==> src/rtl/mux_scan_ctrl_if.sv <==
// Bundle between the scan controller and its environment: start/mask request,
// downstream mux select and sample input, and the valid/ready result handshake.
interface mux_scan_ctrl_if #(
  parameter int SELECTOR_SIZE = 2
);
  localparam int NCH = 2 ** SELECTOR_SIZE;

  logic                     start;
  logic [NCH-1:0]           channel_mask;
  logic                     MUX_IN;
  logic [SELECTOR_SIZE-1:0] selector;
  logic [NCH-1:0]           SCAN_DATA;
  logic                     scan_valid;
  logic                     scan_ready;
  logic                     busy;

  // master: the requester/consumer side; slave: the scan controller itself
  modport master (
    output start, channel_mask, MUX_IN, scan_ready,
    input  selector, SCAN_DATA, scan_valid, busy
  );

  modport slave (
    input  start, channel_mask, MUX_IN, scan_ready,
    output selector, SCAN_DATA, scan_valid, busy
  );
endinterface

==> src/rtl/mux_scan_ctrl.sv <==
// Scans the enabled inputs of a downstream 4:1 mux in ascending order, holding
// the selector for a settle time before each sample, then hands off the word.
module mux_scan_ctrl #(
  parameter int SELECTOR_SIZE = 2,
  parameter int SETTLE_CYCLES = 1
) (
  input  logic              clk,
  input  logic              reset,
  mux_scan_ctrl_if.slave    bus
);
  localparam int NCH = 2 ** SELECTOR_SIZE;
  localparam logic [NCH-1:0] ONES = '1;
  localparam logic [3:0] SETTLE_LOAD = 4'((SETTLE_CYCLES > 0) ? SETTLE_CYCLES - 1 : 0);

  typedef enum logic [1:0] {IDLE, SETTLE, SAMPLE, HOLD} state_t;

  state_t                   state_reg, state_next;
  logic [SELECTOR_SIZE-1:0] sel_reg, sel_next;
  logic [3:0]               cnt_reg, cnt_next;
  logic [NCH-1:0]           mask_reg, mask_next;
  logic [NCH-1:0]           shadow_reg, shadow_next;
  logic [NCH-1:0]           data_reg, data_next;
  logic                     valid_reg, valid_next;
  logic                     busy_reg, busy_next;

  logic [NCH-1:0]           hit;
  logic [NCH-1:0]           captured;
  logic [NCH-1:0]           above_sel;

  function automatic logic [SELECTOR_SIZE-1:0] lowest_set(input logic [NCH-1:0] v);
    logic [SELECTOR_SIZE-1:0] r;
    r = '0;
    for (int i = NCH - 1; i >= 0; i--) begin
      if (v[i]) r = SELECTOR_SIZE'(i);
    end
    return r;
  endfunction

  // Shadow word with the current mux sample merged into the selected bit
  for (genvar gi = 0; gi < NCH; gi++) begin : g_capture
    assign hit[gi]      = (sel_reg == SELECTOR_SIZE'(gi));
    assign captured[gi] = hit[gi] ? bus.MUX_IN : shadow_reg[gi];
  end

  // Enabled channels strictly above the one currently selected
  assign above_sel = mask_reg & ((ONES << sel_reg) << 1);

  always_comb begin
    state_next  = state_reg;
    sel_next    = sel_reg;
    cnt_next    = cnt_reg;
    mask_next   = mask_reg;
    shadow_next = shadow_reg;
    data_next   = data_reg;
    valid_next  = valid_reg;
    case (state_reg)
      IDLE: begin
        valid_next = 1'b0;
        sel_next   = '0;
        if (bus.start && (|bus.channel_mask)) begin
          mask_next   = bus.channel_mask;
          shadow_next = '0;
          sel_next    = lowest_set(bus.channel_mask);
          cnt_next    = SETTLE_LOAD;
          state_next  = (SETTLE_CYCLES == 0) ? SAMPLE : SETTLE;
        end
      end
      SETTLE: begin
        if (cnt_reg == 4'd0) state_next = SAMPLE;
        else                 cnt_next   = cnt_reg - 4'd1;
      end
      SAMPLE: begin
        shadow_next = captured;
        if (|above_sel) begin
          sel_next   = lowest_set(above_sel);
          cnt_next   = SETTLE_LOAD;
          state_next = (SETTLE_CYCLES == 0) ? SAMPLE : SETTLE;
        end else begin
          // disabled channels were never written, so they read back as 0
          data_next  = captured;
          valid_next = 1'b1;
          state_next = HOLD;
        end
      end
      HOLD: begin
        if (bus.scan_ready) begin
          valid_next = 1'b0;
          sel_next   = '0;
          state_next = IDLE;
        end
      end
      default: state_next = IDLE;
    endcase
    busy_next = (state_next != IDLE);
  end

  always_ff @(posedge clk) begin
    if (reset) begin
      state_reg  <= IDLE;
      sel_reg    <= '0;
      cnt_reg    <= '0;
      mask_reg   <= '0;
      shadow_reg <= '0;
      data_reg   <= '0;
      valid_reg  <= 1'b0;
      busy_reg   <= 1'b0;
    end else begin
      state_reg  <= state_next;
      sel_reg    <= sel_next;
      cnt_reg    <= cnt_next;
      mask_reg   <= mask_next;
      shadow_reg <= shadow_next;
      data_reg   <= data_next;
      valid_reg  <= valid_next;
      busy_reg   <= busy_next;
    end
  end

  assign bus.selector   = sel_reg;
  assign bus.SCAN_DATA  = data_reg;
  assign bus.scan_valid = valid_reg;
  assign bus.busy       = busy_reg;
endmodule

==> src/flat_wrapper.sv <==
// flat-port wrapper written by rule: the top's interface ports become plain ports
module mux_scan_ctrl_flat 
#(
  parameter int SELECTOR_SIZE = 2,
  parameter int SETTLE_CYCLES = 1
)
  (clk, reset, bus_start, bus_channel_mask, bus_MUX_IN, bus_scan_ready, bus_selector, bus_SCAN_DATA, bus_scan_valid, bus_busy);
  mux_scan_ctrl_if #(.SELECTOR_SIZE(SELECTOR_SIZE)) bus_i ();
  input  logic clk;
  input  logic reset;
  input wire logic [$bits(bus_i.start)-1:0] bus_start;
  input wire logic [$bits(bus_i.channel_mask)-1:0] bus_channel_mask;
  input wire logic [$bits(bus_i.MUX_IN)-1:0] bus_MUX_IN;
  input wire logic [$bits(bus_i.scan_ready)-1:0] bus_scan_ready;
  output wire logic [$bits(bus_i.selector)-1:0] bus_selector;
  output wire logic [$bits(bus_i.SCAN_DATA)-1:0] bus_SCAN_DATA;
  output wire logic [$bits(bus_i.scan_valid)-1:0] bus_scan_valid;
  output wire logic [$bits(bus_i.busy)-1:0] bus_busy;
  assign bus_i.start = bus_start;
  assign bus_i.channel_mask = bus_channel_mask;
  assign bus_i.MUX_IN = bus_MUX_IN;
  assign bus_i.scan_ready = bus_scan_ready;
  assign bus_selector = bus_i.selector;
  assign bus_SCAN_DATA = bus_i.SCAN_DATA;
  assign bus_scan_valid = bus_i.scan_valid;
  assign bus_busy = bus_i.busy;
  mux_scan_ctrl #(.SELECTOR_SIZE(SELECTOR_SIZE), .SETTLE_CYCLES(SETTLE_CYCLES)) u_core (.clk(clk), .reset(reset), .bus(bus_i));
endmodule
==> config.mk <==
export PLATFORM = sky130hd
export DESIGN_NAME = mux_scan_ctrl_flat
export DESIGN_NICKNAME = d
export VERILOG_FILES = /design/src/rtl/mux_scan_ctrl_if.sv /design/src/rtl/mux_scan_ctrl.sv /design/src/flat_wrapper.sv
export SDC_FILE = /design/constraint.sdc
export NUM_CORES = 1
export LEC_CHECK = 0
export BUFFER_PORTS_ARGS = -buffer_cell sky130_fd_sc_hd__buf_2
export CAP_MARGIN = 10
export CORE_MARGIN = 3
export CORE_UTILIZATION = 59
export DETAILED_ROUTE_END_ITERATION = 10
export PLACE_DENSITY_LB_ADDON = 0.3
export SLEW_MARGIN = 20
export SYNTH_ARGS = -nofsm -noshare
export SYNTH_HDL_FRONTEND = slang
export SYNTH_SLANG_ARGS = --single-unit
==> constraint.sdc <==
create_clock -name clk -period 3.1 [get_ports clk]
set_input_delay 0.62 -clock clk [delete_from_list [all_inputs] [get_ports clk]]
set_output_delay 0.62 -clock clk [all_outputs]
set_load 0.01 [all_outputs]
Word level (Yosys, flattened, before mapping)
Cells that the tools add are included.

Memory bits (writable): 0. Logic and storage cells: 68. Bits in registers: 22. Memories: 0. Output and inout port bits: 8. Input port bits: 9. Latch bits: 0. ROM bits: 0.

$mul: 0. Bitwise gates (word level): 2. $lt $le $gt $ge: 0. Add/subtract/negate cells: 1. Equal/unequal tests: 11. Mux-type cells: 29. Div/mod/pow operators: 0. Shift operators: 1. Reductions and logical operators: 16.

Operators with widths (count): $mux 2 (15); $mux 4 (3); $pmux 4 s3 (1); $eq 2x2->1 const B (4); $pmux 2 s4 (1); $pmux 4 s2 (1); $reduce_or 4->1 (2); $mux 1 (6); $ne 2x2->1 const B (3); $pmux 2 s3 (1); $reduce_and 2->1 (3); $reduce_and 3->1 (2); $reduce_bool 3->1 (2); $and 4x4->4 (1); $eq 2x1->1 const B (2); $logic_not 2->1 (2); $logic_not 4->1 (1); $ne 2x1->1 const B (2); $reduce_and 4->1 (1); $reduce_bool 2->1 (2); $shl 4x2->3 const A (1); $sub 4x1->4 const B (1); $pmux 1 s3 (1); $logic_and 1x1->1 (1); $not 1->1 (1).

Logic depth before layout (Yosys ltp)
Gate-level depths: netlist (run 1).

Depth after elaboration: 8. Gate-level depth with buffers: 6. Depth with buffers taken out: 6.

Worst setup path before layout (run 1)
Ideal clock, no wire load.

Path type: input port to flip-flop. From: in bus_channel_mask[1]. To: reg u_core.cnt_reg[3]. Library setup time: 93 ps. Required time: 3007 ps. Data arrival time: 1797 ps. Stages: 5. Path slack: 1210 ps. Buffers on the path: 1. Path through: or4_1 -> or3b_1 -> buf_6 -> o2111ai_4 -> o311ai_2.

Cells in the longest elaborated chain, start to end: 4.

RTL lines: start: declaration (line flat_wrapper.sv:12) `input wire logic [$bits(bus_i.channel_mask)-1:0] bus_channel_mask;`; $reduce_or 4->1 (line mux_scan_ctrl.sv:60) `if (bus.start && (|bus.channel_mask)) begin`; $logic_and 1x1->1 (line mux_scan_ctrl.sv:60); $ne 2x1->1 (no line); $reduce_and 4->1 (no line); end signal: assignment (line mux_scan_ctrl.sv:110) `cnt_reg <= cnt_next;`; end: declaration (line mux_scan_ctrl.sv:19) `logic [3:0] cnt_reg, cnt_next;`.

No other way between the ends. A chain may end at the register's enable or synchronous reset.

Worst setup path after layout (run 1)
Ends and elaborated chain as after synthesis.

==> results of run 1 <==
## worst register-to-register path: stages (launching register included)
cell,delay [ps]
dfxtp_1,520
nor2b_1,350
nand2_1,210
or4_1,540
o311ai_2,90
## final cells by class
class                   count  area (um2)
inverters                   7        26.3
clock buffers               4        26.3
well taps                  25        31.3
multi-input cells          95         649
repair buffers             16        80.1
flip-flops and latches     21         420
fillers                   154         531
## where the power goes
part | leakage (nW) | internal [W] | switching (W)
clock | 0.0150 | 0.0000500 | 0.0000781
sequential | 0.171 | 0.000300 | 0.0000379
combinational | 0.294 | 0.0000984 | 0.000130
total | 0.480 | 0.000448 | 0.000246
## Yosys cell counts, types with 2 or more instances
cell type,n,area [um2]
or3_1,3,18.8
dfxtp_1,21,420
nor3_1,6,30.0
nor2b_1,6,37.5
nand3b_1,2,15.0
nand2b_1,4,25.0
a211oi_1,2,15.0
ha_1,2,25.0
o21a_1,3,22.5
nand4_1,2,12.5
clkbuf_1,3,11.3
nand2_1,10,37.5
mux2_2,4,45.0
o31ai_1,2,15.0
and2_1,2,12.5
a21oi_1,10,50.1
mux2i_1,3,30.0
or4_1,2,15.0
a31oi_1,2,12.5
o21ai_0,2,10.0
nand3_1,3,15.0
nor2_1,7,26.3
inv_1,7,26.3
## logic make-up (layout without fill, tap and decap cells)
group	count (synthesis)	after routing	synth area share, %
adder cells (fa/ha/maj)	2	2	2.22
AO/OA/AOI/OAI	34	34	23.4
flip-flops	21	21	37.3
multiplexers	7	7	6.66
AND/OR/NAND/NOR	52	52	25.3
buffers and inverters	13	27	5.10
## cells in the final DEF, fill, tap and decap left out, types with 2 or more instances in the layout
cell	n
nor2b_1	6
nand2b_1	4
nand4_1	2
nor2_1	7
nand2_1	10
mux2i_1	3
nand3b_1	2
inv_1	7
clkbuf_4	3
o31ai_1	2
mux2_2	4
dfxtp_1	21
or4_1	2
o21ai_0	2
o21a_1	3
nand3_1	3
buf_2	16
or3_1	3
a31oi_1	2
a211oi_1	2
ha_1	2
nor3_1	6
and2_1	2
a21oi_1	10
## metrics by stage
step	instances	instance area, um2	hold WS (ps)	setup slack, ps	utilization [%]
after floorplan	129	1130	444	1210	-
after global placement	164	1210	453	932	68.4
after detailed placement	164	1210	463	810	68.4
after CTS	168	1230	479	1110	69.9
after global routing	168	1230	509	1020	69.9
final	168	1230	481	1110	69.9
## routing by layer
metal  vias up  part of all wire, %
met5         -                    0
met4         0                  1.6
met3         4                  3.9
met2        25                   47
met1       454                   48
li1        499                    -
## how the worst min path moves through the flow
stage,start,slack [ps],to
global placement,u_core.shadow_reg[3],450,u_core.shadow_reg[3]
CTS,u_core.shadow_reg[3],480,u_core.shadow_reg[3]
floorplan,u_core.shadow_reg[3],440,u_core.shadow_reg[3]
global route,u_core.bus.SCAN_DATA[3],510,u_core.bus.SCAN_DATA[3]
detailed placement,u_core.shadow_reg[3],460,u_core.shadow_reg[3]
finish,u_core.shadow_reg[2],480,u_core.shadow_reg[2]
==> impl_metrics.toml, run 1 <==
[worst_setup_path]
arrival_ps = 2200
critPathMaxFanout = 8
cp-startpoint = "bus_channel_mask[1]"
crit_path_end = "u_core.cnt_reg[3]"
r2r_start = "u_core.state_reg[0]"
startpoint_type = "input port"
worstReg2RegEnd = "u_core.cnt_reg[3]"
r2r_setup_slack_ps = 1300
cp_slowest_cell = "or4_1"
crit_family = "simple AND/OR/NAND/NOR gates"
crit_required_ps = 3300
path_depth = 5
rr_worst_depth = 4
crit_path_end_kind = "register"
path_class = "input port to register"
crit_chain = "buf_2 -> or4_1 -> or3b_1 -> o2111ai_4 -> o311ai_2"
cpPeakStageDelay_ps = 530
worst-path-buf-inv = 1

[floorplan]
die-width_um = 49.7
die_y_um = 49.7
coreArea_mm2 = 0.00176
initial_utilization_pct = 63.9
rows = 15
dieArea_mm2 = 0.00247
num_io_pins = 17

[synth]
synth_nets = 140
synthFlopType = "dfxtp_1"
async_flop_share_pct = 0
ys_seq_area_share_pct = 37.3
syn_area_per_cell_um2 = 8.74
synth_edf_count = 0
ys_seq_elements = 21
yosys_warnings = 0
synth_area_mm2 = 0.00113
synth_cells = 129
synth_cell_types = 44

[worst_hold_path]
worstHoldPathType = "register to register"
whs_path_depth = 2

[grt]
use_met2_pct = 34.4
grt-ovfl-total = 0
busiest_layer = "met2"
use_met1_pct = 25.9
grt_pass1_wl_um = 3970
antenna_found_initial = 0
grt_pass1_vias = 946
grt_use_met3_pct = 3.02
grt_usage_pct = 20.7
grt_max_degree = 24

[power_and_ir_drop]
p_per_area_mw_per_mm2 = 563
total_power_w = 0.000695
ir_worst_vdd_uv = 335
power_leakage_nw = 0.480

[drt]
dr.pass1.iters = 4
first_iter_violations = 23
vias = 982
postRouteAntennaNets = 0
drt-wirelength-per-cell_um = 14.0
vias_per_cell = 5.85
drc = 0
drt-total-wl_um = 2360

[flow_run]
maxCapViolCount = 0

[cts]
cts_tree = "built"
cts_resized = 0
cts_setup_buffers = 0
clkSlewWorstSetupHoldPaths_ps = 110
ctsHoldBuffers = 0
cts_htree_levels = 1
clockBufferDepth = 2
clk_latency_ps = 290
cts.sinks = 21
cts_buffers = 3
clock-root-buffer = "clkbuf_4"

[placement]
port-buffer-count = 16
gp_congestion = 0.861
dp_hpwl_um = 1780

[timing]
slew_viol_final = 0
layout_min_cycle_time_ps = 1990
slew_headroom_pct = 56.1
finalSetupViolCount = 0
fin_skew_ps = 1.40
finalCritPeriodShare_pct = 64.3
fmax_mhz = 502
timing.final.hold_violations = 0
fin_setup_tns_ps = 0
tightest_slew_ps = 655
rsz0062_at_grt = "no"

[final_layout]
final_layout_size_suffix_gt1_share_pct = 20.3
synthToLayoutAreaGrowth_pct = 9.43
nets = 155
antennaDiodeCount = 0

[outcome]
status = "finished clean"
(Power assumes the default switching activity.)
==> run 2: changes to the inputs <==
Settings changed: ABC_AREA from default to 1, CORE_UTILIZATION 59 to 49.
Clock period 3.1 ns to 1.8 ns, I/O delays scaled along.
==> impl_metrics.toml, run 2 <==
[final_layout]
num-fill-cells = 207
final_cell_mix = "nand2_1, dfxtp_1, inv_1, a21oi_1, buf_2"
antennaDiodeCount = 0
final_common_cell = "nand2_1"
synthToLayoutAreaGrowth_pct = 12.7
nets = 187
final_layout_size_suffix_gt1_share_pct = 19.4

[synth]
yosys_warnings = 0
synth_top_cell_by_area = "dfxtp_1"
ys_seq_elements = 21
synth.most_common_cell = "nand2_1"
ys_seq_area_share_pct = 38.8
synthTopCellsByArea = "dfxtp_1, nand2_1, a21oi_1"
syn_area_per_cell_um2 = 6.95
synth-simple-area-share_pct = 37.3
synth_compound_area_share_pct = 12.0
synth_area_mm2 = 0.00108
synth_common_cells = "nand2_1, dfxtp_1, inv_1, a21oi_1, nor2_1"
synth_edf_count = 0
synth_cell_types = 24
synth_nets = 167
synthXorXnorAreaFrac_pct = 0.808
synth-adder-area-share_pct = 2.31
synth_cells = 156
synth_top_family_by_area = "simple AND/OR/NAND/NOR gates"
yosysTopAreaCellShare_pct = 38.8
synth_mux_area_share_pct = 0
synthFlopType = "dfxtp_1"
async_flop_share_pct = 0

[power_and_ir_drop]
p_per_area_mw_per_mm2 = 1350
ir_worst_vdd_uv = 774
power_leakage_nw = 0.587

[worst_hold_path]
worstHoldPathType = "input port to register"
hold_start = "bus_channel_mask[2]"

[grt]
grt_max_degree = 16
grt_usage_pct = 19.1
grt-ovfl-total = 0
antenna_found_initial = 0
grt_pass1_wl_um = 3970
grt_pass1_vias = 1012

[timing]
worst_hold_slack_ps = 328
tightest_slew_ps = 285
fmax_mhz = 731
fin_skew_ps = 5.80
finalSetupViolCount = 0
rsz0062_at_grt = "no"
layout_min_cycle_time_ps = 1370
slew_headroom_pct = 81.0
slew_viol_final = 0
timing.final.hold_violations = 0
fin_setup_tns_ps = 0
finalCritPeriodShare_pct = 76.0

[drt]
vias = 1032
drt-total-wl_um = 2180
dr.pass1.iters = 5
first_iter_violations = 24
drt-wirelength-per-cell_um = 10.8
drc = 0
vias_per_cell = 5.11
postRouteAntennaNets = 0

[cts]
cts_tree = "built"
ctsHoldBuffers = 0
cts_setup_buffers = 0
clockBufferDepth = 2
clkSlewWorstSetupHoldPaths_ps = 120
cts_buffers = 3
cts.sinks = 21
clk_latency_ps = 300
cts_resized = 0
clock-root-buffer = "clkbuf_4"
cts_htree_levels = 1

[worst_setup_path]
crit_required_ps = 2010
r2r_start = "u_core.bus.selector[1]"
cp-startpoint = "u_core.bus.selector[1]"
startpoint_type = "register"
critPathMaxFanout = 9
arrival_ps = 1580
path_class = "register to register"
crit_path_end_kind = "register"

[placement]
gp_congestion = 0.813
dp_hpwl_um = 1740
port-buffer-count = 16

[outcome]
status = "finished clean"

[floorplan]
coreArea_mm2 = 0.00202
num_io_pins = 17
initial_utilization_pct = 53.6
rows = 16
die_y_um = 53.0
dieArea_mm2 = 0.00281
die-width_um = 53.0

[flow_run]
maxCapViolCount = 0
-- run 2: final timing paths --
kind | endpoint | slack (ps) | depth (start not counted)
hold reg to reg | u_core.bus.SCAN_DATA[1] | 470 | 2
setup reg to reg | u_core.cnt_reg[3] | 430 | 7
hold / removal | u_core.mask_reg[2] | 330 | 3
setup / recovery | u_core.cnt_reg[3] | 430 | 7
-- run 2: cell type report --
class | count | area [um2] | area share, %
Inverter | 23 | 91.3 | 7.48
Tap cell | 27 | 33.8 | 2.77
Timing Repair Buffer | 16 | 80.1 | 6.56
Sequential cell | 21 | 420 | 34.4
Clock inverter | 1 | 5.00 | 0.410
Clock buffer | 3 | 22.5 | 1.84
Multi-Input combinational cell | 111 | 568 | 46.5
-- run 2: through the flow --
stage / worst slack, ps / total power [W] / cell area [um2] / util (%) / cells
6_report: 432 / 0.00165 / 1220 / 60.4 / 202
5_1_grt: 288 / 0.00182 / 1220 / 60.4 / 202
4_1_cts: 428 / 0.00167 / 1220 / 60.4 / 202
3_5_place_dp: 446 / 0.00144 / 1190 / 59.0 / 198
3_3_place_gp: 473 / 0.00142 / 1190 / 59.0 / 198
2_1_floorplan: 570 / 0.00126 / 1080 / - / 156
-- run 2: cell families (layout without fill, tap and decap cells) --
group                      Yosys count  count (layout)
and+or+nand+nor                     84              84
AOI/OAI and AO/OA                   24              24
buffers and inverters               24              43
DFF                                 21              21
adders and majority gates            2               2
xor gates and xnor gates             1               1
-- run 2: metal layers --
metal / wire, um / global-route usage (%) / up-vias
li1: - / - / 541
met2: 1080 / 32.2 / 31
met3: 124 / 7.04 / 6
met1: 936 / 21.5 / 454
met5: 0 / 0 / -
met4: 44 / 7.66 / 0
-- run 2: critical path, cell delays in order, from the launching register on --
cell and delay, ps:
dfxtp_1 470, inv_1 140, nand2_1 140, nand4_4 220
nand3_4 160, nand2_1 60, nand2_1 50, nor2_1 40
-- run 2: power by group --
| part | internal (W) | total, W | switching (W) | leakage (nW) |
|---|---|---|---|---|
| registers | 0.000560 | 0.000649 | 0.0000891 | 0.171 |
| logic | 0.000279 | 0.000778 | 0.000499 | 0.399 |
| clock network | 0.0000829 | 0.000225 | 0.000143 | 0.0177 |
